**config.mk**
```make
export PLATFORM = sky130hd
export DESIGN_NAME = hssaer_paer_merge
export DESIGN_NICKNAME = d
export VERILOG_FILES = /design/src/rtl/hssaer_paer_merge_pkg.sv /design/src/rtl/hssaer_sync_fifo.sv /design/src/rtl/hssaer_paer_merge.sv
export SDC_FILE = /design/constraint.sdc
export NUM_CORES = 1
export LEC_CHECK = 0
export CORE_MARGIN = 2
export CORE_UTILIZATION = 40
export CTS_BUF_LIST = sky130_fd_sc_hd__clkbuf_8
export DETAILED_ROUTE_END_ITERATION = 8
export GPL_TIMING_DRIVEN = 1
export PLACE_DENSITY = 0.61
export SYNTH_ARGS = -nofsm -noshare
export SYNTH_HDL_FRONTEND = slang
export SYNTH_SLANG_ARGS = --single-unit
export TNS_END_PERCENT = 1
```
**constraint.sdc**
```tcl
create_clock -name clkp -period 3.5 [get_ports clkp]
set_clock_uncertainty 0.05 [all_clocks]
set_input_delay 0.7 -clock clkp [delete_from_list [all_inputs] [get_ports clkp]]
set_output_delay 0.7 -clock clkp [all_outputs]
set_load 0.01 [all_outputs]
```
**src/rtl/hssaer_paer_merge_pkg.sv**
```systemverilog
// Shared definitions for the HSSAER-to-PAER merge block.
// Optional event counter is enabled by defining HSSAER_MERGE_EVTCNT_EN.
package hssaer_paer_merge_pkg;

  localparam int    EVT_CNT_W    = 16;
  localparam string EVTCNT_MACRO = "HSSAER_MERGE_EVTCNT_EN";
  localparam int    PACK_W       = 64;

  // Output word layout is {channel index, event address}.
  function automatic logic [PACK_W-1:0] pack_word(input logic [PACK_W-1:0] ch,
                                                  input logic [PACK_W-1:0] ae,
                                                  input int                dsize);
    return (ch << dsize) | ae;
  endfunction

endpackage

```
**src/rtl/hssaer_sync_fifo.sv**
```systemverilog
// Single-clock show-ahead FIFO: dout always presents the head word while !empty.
module hssaer_sync_fifo
  import hssaer_paer_merge_pkg::*;
#(
  parameter int width      = 10,
  parameter int depth_log2 = 4
) (
  input  logic             clkp,
  input  logic             _rst,
  input  logic             push,
  input  logic             pop,
  input  logic [width-1:0] din,
  output logic [width-1:0] dout,
  output logic             full,
  output logic             empty
);

  localparam int depth = 2 ** depth_log2;

  logic [width-1:0]      mem [depth];
  logic [depth_log2-1:0] wr_ptr;
  logic [depth_log2-1:0] rd_ptr;
  logic [depth_log2:0]   count;
  logic                  do_push;
  logic                  do_pop;

  assign do_push = push && !full;
  assign do_pop  = pop && !empty;

  always_ff @(posedge clkp or negedge _rst) begin
    if (!_rst) begin
      wr_ptr <= '0;
      rd_ptr <= '0;
      count  <= '0;
    end else begin
      if (do_push) wr_ptr <= wr_ptr + 1'b1;
      if (do_pop)  rd_ptr <= rd_ptr + 1'b1;
      case ({do_push, do_pop})
        2'b10:   count <= count + 1'b1;
        2'b01:   count <= count - 1'b1;
        default: count <= count;
      endcase
    end
  end

  // Storage carries data only, so it is deliberately left out of reset.
  always_ff @(posedge clkp) begin
    if (do_push) mem[wr_ptr] <= din;
  end

  assign full  = (count == (depth_log2 + 1)'(depth));
  assign empty = (count == '0);
  assign dout  = mem[rd_ptr];

endmodule

```
**src/rtl/hssaer_paer_merge.sv**
```systemverilog
// Round-robin merge of 2**chw AER links into one {ch, ae} tagged stream.
// Define HSSAER_MERGE_EVTCNT_EN to build the saturating evt_cnt counter.
module hssaer_paer_merge
  import hssaer_paer_merge_pkg::*;
#(
  parameter int dsize      = 8,
  parameter int chw        = 2,
  parameter int depth_log2 = 4
) (
  input  logic                     clkp,
  input  logic                     _rst,
  input  logic [(2**chw)*dsize-1:0] ae_in,
  input  logic [(2**chw)-1:0]      src_rdy_in,
  output logic [(2**chw)-1:0]      dst_rdy_in,
  output logic [chw+dsize-1:0]     ae_out,
  output logic                     src_rdy_out,
  input  logic                     dst_rdy_out,
  output logic                     ovf,
  output logic [EVT_CNT_W-1:0]     evt_cnt
);

  localparam int nch = 2 ** chw;

  logic [chw-1:0]       rr;
  logic [chw-1:0]       grant_idx;
  logic                 grant_vld;
  logic                 full;
  logic                 empty;
  logic                 push;
  logic                 pop;
  logic [dsize-1:0]     ae_sel;
  logic [chw+dsize-1:0] fifo_din;

  // Scan from the farthest offset back to rr so the nearest requester wins.
  always_comb begin
    logic [chw-1:0] idx;
    grant_idx = rr;
    grant_vld = 1'b0;
    idx       = rr;
    for (int i = nch - 1; i >= 0; i--) begin
      idx = rr + chw'(i);
      if (src_rdy_in[idx]) begin
        grant_idx = idx;
        grant_vld = 1'b1;
      end
    end
  end

  // Gating on full alone keeps dst_rdy_out out of the dst_rdy_in path.
  always_comb begin
    dst_rdy_in = '0;
    if (grant_vld && !full) dst_rdy_in[grant_idx] = 1'b1;
  end

  assign push     = grant_vld && !full;
  assign pop      = src_rdy_out && dst_rdy_out;
  assign ae_sel   = ae_in[grant_idx*dsize +: dsize];
  assign fifo_din = (chw + dsize)'(pack_word(PACK_W'(grant_idx), PACK_W'(ae_sel), dsize));

  always_ff @(posedge clkp or negedge _rst) begin
    if (!_rst) begin
      rr  <= '0;
      ovf <= 1'b0;
    end else begin
      if (push) rr <= grant_idx + 1'b1;
      if (full && |src_rdy_in) ovf <= 1'b1;
    end
  end

  hssaer_sync_fifo #(
    .width      (chw + dsize),
    .depth_log2 (depth_log2)
  ) u_fifo (
    .clkp  (clkp),
    ._rst  (_rst),
    .push  (push),
    .pop   (pop),
    .din   (fifo_din),
    .dout  (ae_out),
    .full  (full),
    .empty (empty)
  );

  assign src_rdy_out = !empty;

`ifdef HSSAER_MERGE_EVTCNT_EN
  logic [EVT_CNT_W-1:0] cnt;

  always_ff @(posedge clkp or negedge _rst) begin
    if (!_rst) begin
      cnt <= '0;
    end else if (push && (cnt != '1)) begin
      cnt <= cnt + 1'b1;
    end
  end

  assign evt_cnt = cnt;
`else
  assign evt_cnt = '0;
`endif

endmodule

```
Word level (Yosys, flattened, before mapping):

Memories as Yosys holds them, arrays and structs flattened.
Index checks and enable logic that the tools add are counted.
W data, S select, Z words.

* add/subtract/negate cells: 8
* order comparisons: 6
* equal/unequal tests: 3
* shifts and indexed selects: 1
* multiplexer cells: 22
* bitwise gates (word level): 1
* reductions and logical operators: 11

Operators by type and width (count)
* $shiftx A32 B6 Y8: 1
* $lt A2 B3 Y1 const B: 5
* $mux W1: 11
* $or A10 B8 Y10: 1
* $pmux W5 S2: 1
* $add A4 B1 Y4 const B: 2
* $bmux W1 S2: 4
* $mux W2: 4
* $logic_and A1 B1 Y1: 6
* $add A5 B1 Y5 const B: 1
* $eq A5 B5 Y1 const B: 1
* $logic_not A5 Y1: 1
* $sub A5 B1 Y5 const B: 1
* $add A2 B1 Y2 const B: 2
* $add A2 B2 Y2 const B: 2
* $mux W4: 1
* $reduce_or A4 Y1: 1
* $demux W1 S2: 1
* $eq A2 B1 Y1 const B: 1
* $eq A2 B2 Y1 const B: 1
* $ge A2 B1 Y1 const B: 1
* $logic_not A1 Y1: 2
* $reduce_bool A2 Y1: 1

* register bits: 16
* memory bits (writable): 160
* input bits: 39
* word-level logic and storage cells: 58
* memories kept: 1

Memory list
* u_fifo.mem: depth 16, bits a word 10, read ports 1, clocked after Yosys merged registers in 0, wr ports 1, line hssaer_sync_fifo.sv:20 `logic [width-1:0] mem [depth];`

Depth between registers and ports, before layout:

* word-level depth: 12
* mapped depth: 12
* gate-level depth less buffers: 11

Modules after synthesis:

From an unflattened synthesis, not the netlist that was laid out.

* cell total of the unflattened synthesis: 469
* area total of the unflattened synthesis: 7682.4 um^2

Modules (own cells, without submodules)
* hssaer_sync_fifo: times used 1, cells an instance 390, area an instance 7013.0 um^2
* hssaer_paer_merge: times used 1, cells an instance 79, area an instance 669.4 um^2

Least setup slack after synthesis:

OpenSTA, ideal clock, no wires.

* path type: input to output
* from: input src_rdy_in[0]
* to: output dst_rdy_in[2]
* arrival time: 2.349 ns
* required time: 2.750 ns
* path slack: 0.401 ns
* cell stages on the path: 9
* cell sequence: inv_1 nor2_1 a21oi_1 o32ai_1 a21oi_1 buf_1 inv_1 ha_1 and2_1

* longest elaborated chain between the ends: 11
* elaborated cells on any way between the ends: 23

RTL lines
* start: declaration: line hssaer_paer_merge.sv:13 `input logic [(2**chw)-1:0] src_rdy_in,`
* $bmux W1 S2: line hssaer_paer_merge.sv:42 `if (src_rdy_in[idx]) begin`
* $mux W1 (implied by the code): line hssaer_paer_merge.sv:42
* $mux W2 (4 in a row): line hssaer_paer_merge.sv:42
* $lt A2 B3 Y1 (implied by the code) or $ge A2 B1 Y1 (tied branches): line hssaer_paer_merge.sv:52 `if (grant_vld && !full) dst_rdy_in[grant_idx] = 1'b1;`
* $logic_and A1 B1 Y1 (implied by the code): line hssaer_paer_merge.sv:52
* $mux W1 (implied by the code): line hssaer_paer_merge.sv:52
* $demux W1 S2: line hssaer_paer_merge.sv:52
* $mux W4 *: line hssaer_paer_merge.sv:52
* end: declaration: line hssaer_paer_merge.sv:14 `output logic [(2**chw)-1:0] dst_rdy_in,`

Every way passes the cells marked *; elsewhere a longest branch is shown, timed or not. The select of a mux whose other input is x is not followed.

Final worst setup path:

* from: input src_rdy_in[0]
* to: output dst_rdy_in[3]

Same word-level chain as after synthesis.

==> metrics <==
Synth area leader edfxtp_1; initial antenna violation count 0; DRT antenna net count 0; Critical Path Sink Type primary output; vias per cell 5.35; first-pass GRT wire length 25.2 mm; GRT Overall Usage 17.6%; Vias 4068; Cell Area, Placed 8810 sq um; nets 564; final core utilization 49.8%; CTS tree built; crit-path max FO 4; maximum vdd drop 0.000411 V; critical path data arrival time 2680 ps; Core Area 18700 sq um; Num CTS Buffers 17; hold_sp ovf$_DFFE_PN0P_; critical path class input pin to primary output; Num Clock Sinks 176; # setup viols final 0; port buffer count 54; Worst Hold Endpoint ovf$_DFFE_PN0P_; fin. max-slew vios 0; Row Count 50; commonest non-fill, non-tap cell in the layout edfxtp_1; fin crit period 3430 ps; die area 20200 sq um; FF-to-FF path depth 11; Cell Pwr Density 847 nW/um^2; cells after synthesis 407; post-synth top area share 62.9%; final wirelength 16.8 mm; fmax 291 MHz; Syn Area/Cell 18.8 sq um; Die Span Y 142 um; Area contributors post-synth edfxtp_1 (63%), mux4_2 (15%), dfrtp_1 (5.2%); Initial Util 40.8%; FF+latch count, synth 176; RR Startpoint u_fifo.count[1]$_DFFE_PN0P_; status complete, no violations; CP required 2750 ps; r2r endpoint u_fifo.count[4]$_DFFE_PN0P_; vias in the first global route 4259; DR WL/cell 22.2 um; worst min path class register to register; Worst Max-Slew Pin Slew 1210 ps; max-cap violations 0; gr ovfl total 0; Max clock buf depth 2; most frequent cells in the layout edfxtp_1 (160), mux4_2 (50), buf_4 (43), clkdlybuf4s50_1 (41), mux2i_1 (26); Area Overhead vs Synth 21.9%; Post-synth ARST share 9.09%; final instance area 9310 sq um; sequential cell area fraction in the yosys report 68.2%; final worst slack 68.7 ps; ant diodes 0; Netlist cell types 43; Die Span X 142 um; Clock transition at path regs 80 ps; CTS H-tree lvls 4; Worst Hold Path Cells 1; share of cells above drive strength 1 28.1%; Lkg Pwr 0.00334 uW; RD Place Congestion 0.832; drc violations 0; DR pass1 iterations 4; # IOs 71; Place WS -157 ps; flop2flop setup slack 480 ps; DP HPWL 11.0 mm; number of flops mapped to enable cells by yosys 160; clk root buf clkbuf_8; Tcrit/Tclk final 98.0%; Mapped Area 7630 sq um; largest net degree at the start of global routing 44; max_slew headroom 16.8%; Skew-Pair Late Insertion Delay 440 ps; Main synth FF type edfxtp_1; final hold viol count 0; CP Launch Type input pin; Ys Warns 0; Initial DRC Count 269
-- worst max-delay path by stage --
stage | start | end | slack [ps]
6_report | src_rdy_in[0] | dst_rdy_in[3] | 70
3_5_place_dp | src_rdy_in[2] | u_fifo.mem[6][0]$_DFFE_PP_ | -160
4_1_cts | src_rdy_in[3] | dst_rdy_in[1] | -40
2_1_floorplan | src_rdy_in[0] | dst_rdy_in[2] | 400
3_3_place_gp | src_rdy_in[3] | u_fifo.count[4]$_DFFE_PN0P_ | 20
5_1_grt | u_fifo.rd_ptr[0]$_DFFE_PN0P_ | ae_out[3] | -2
-- per-layer routing --
layer | up-vias | share of wire (%) | global-route usage [%]
li1 | 1796 | - | -
met1 | 2130 | 40 | 22.5
met2 | 123 | 52 | 30.1
met3 | 19 | 5.9 | 3.84
met4 | 0 | 1.9 | 5.63
met5 | - | 0 | 0
-- through the flow --
step / hold slack [ps] / cells / setup TNS, ps / power (uW)
after floorplan: 354 / 422 / 0 / 5170
after global placement: 415 / 724 / 0 / 6470
after detailed placement: 423 / 724 / -4840 / 6570
after CTS: 457 / 758 / -39.9 / 7930
after global routing: 488 / 760 / -2.42 / 8290
final: 453 / 760 / 0 / 7880
-- power breakdown --
part	switching (uW)	internal, uW	leakage [uW]	total [uW]
clock network	684	688	0.000200	1370
logic	1580	1600	0.00150	3180
registers	276	3060	0.00164	3330
-- cells in the mapped netlist, types with 2 or more instances --
| master | number |
|---|---|
| nand2_1 | 11 |
| edfxtp_1 | 160 |
| xnor2_1 | 10 |
| mux2i_1 | 26 |
| o21ai_0 | 5 |
| dfrtp_1 | 16 |
| mux2_2 | 2 |
| and3_1 | 2 |
| a21oi_1 | 5 |
| clkbuf_1 | 11 |
| nand4b_1 | 2 |
| buf_4 | 16 |
| nand4_1 | 4 |
| and2_1 | 21 |
| o21bai_1 | 3 |
| buf_1 | 2 |
| nor3_1 | 2 |
| mux4_2 | 50 |
| ha_1 | 12 |
| nor2_1 | 5 |
| nor3b_1 | 3 |
| inv_1 | 9 |
| nand3_1 | 4 |
| buf_2 | 7 |
-- worst max-delay path: stages --
cell             delay [ps]
clkdlybuf4s50_1         450
buf_4                   170
nor3b_2                 200
o32ai_2                 110
a21oi_2                 230
ha_1                    180
and2_1                  120
clkdlybuf4s50_1         530
-- area by class of cell --
type,instances,area [sq um]
timing repair buffer,108,1090
fill,1534,9400
clock inverter,15,153
inverter,10,37.5
tap,234,293
clock buffer,17,234
multi-input combinational,200,2290
sequential,176,5210
-- logic make-up (layout without fill, tap and decap cells) --
logic type      count (synthesis)  count (layout)  synth area share, %
xor+xnor                       11              11                 1.26
fa+ha+maj                      12              12                 1.97
simple gates                   61              61                 4.93
flops                         176             176                 68.2
mux                            79              79                 18.6
buf+inv                        46             150                 3.16
other cells                     1              16               0.0491
compound gates                 21              21                 1.85
-- state kept, by name (all words and copies together) (netlist names) --
register / flops
u_fifo.mem: 160
ovf: 1
u_fifo.wr_ptr: 4
rr: 2
u_fifo.count: 5
u_fifo.rd_ptr: 4
-- timing repair --
action                     CTS  global route
setup endpoints to repair   13             6
gates cloned                 1             0
setup buffers                1             2
hold buffers                 0             0
gates resized for setup     12            14
pin swaps                    0             1
No activity file was read; power rests on OpenSTA's default activity.
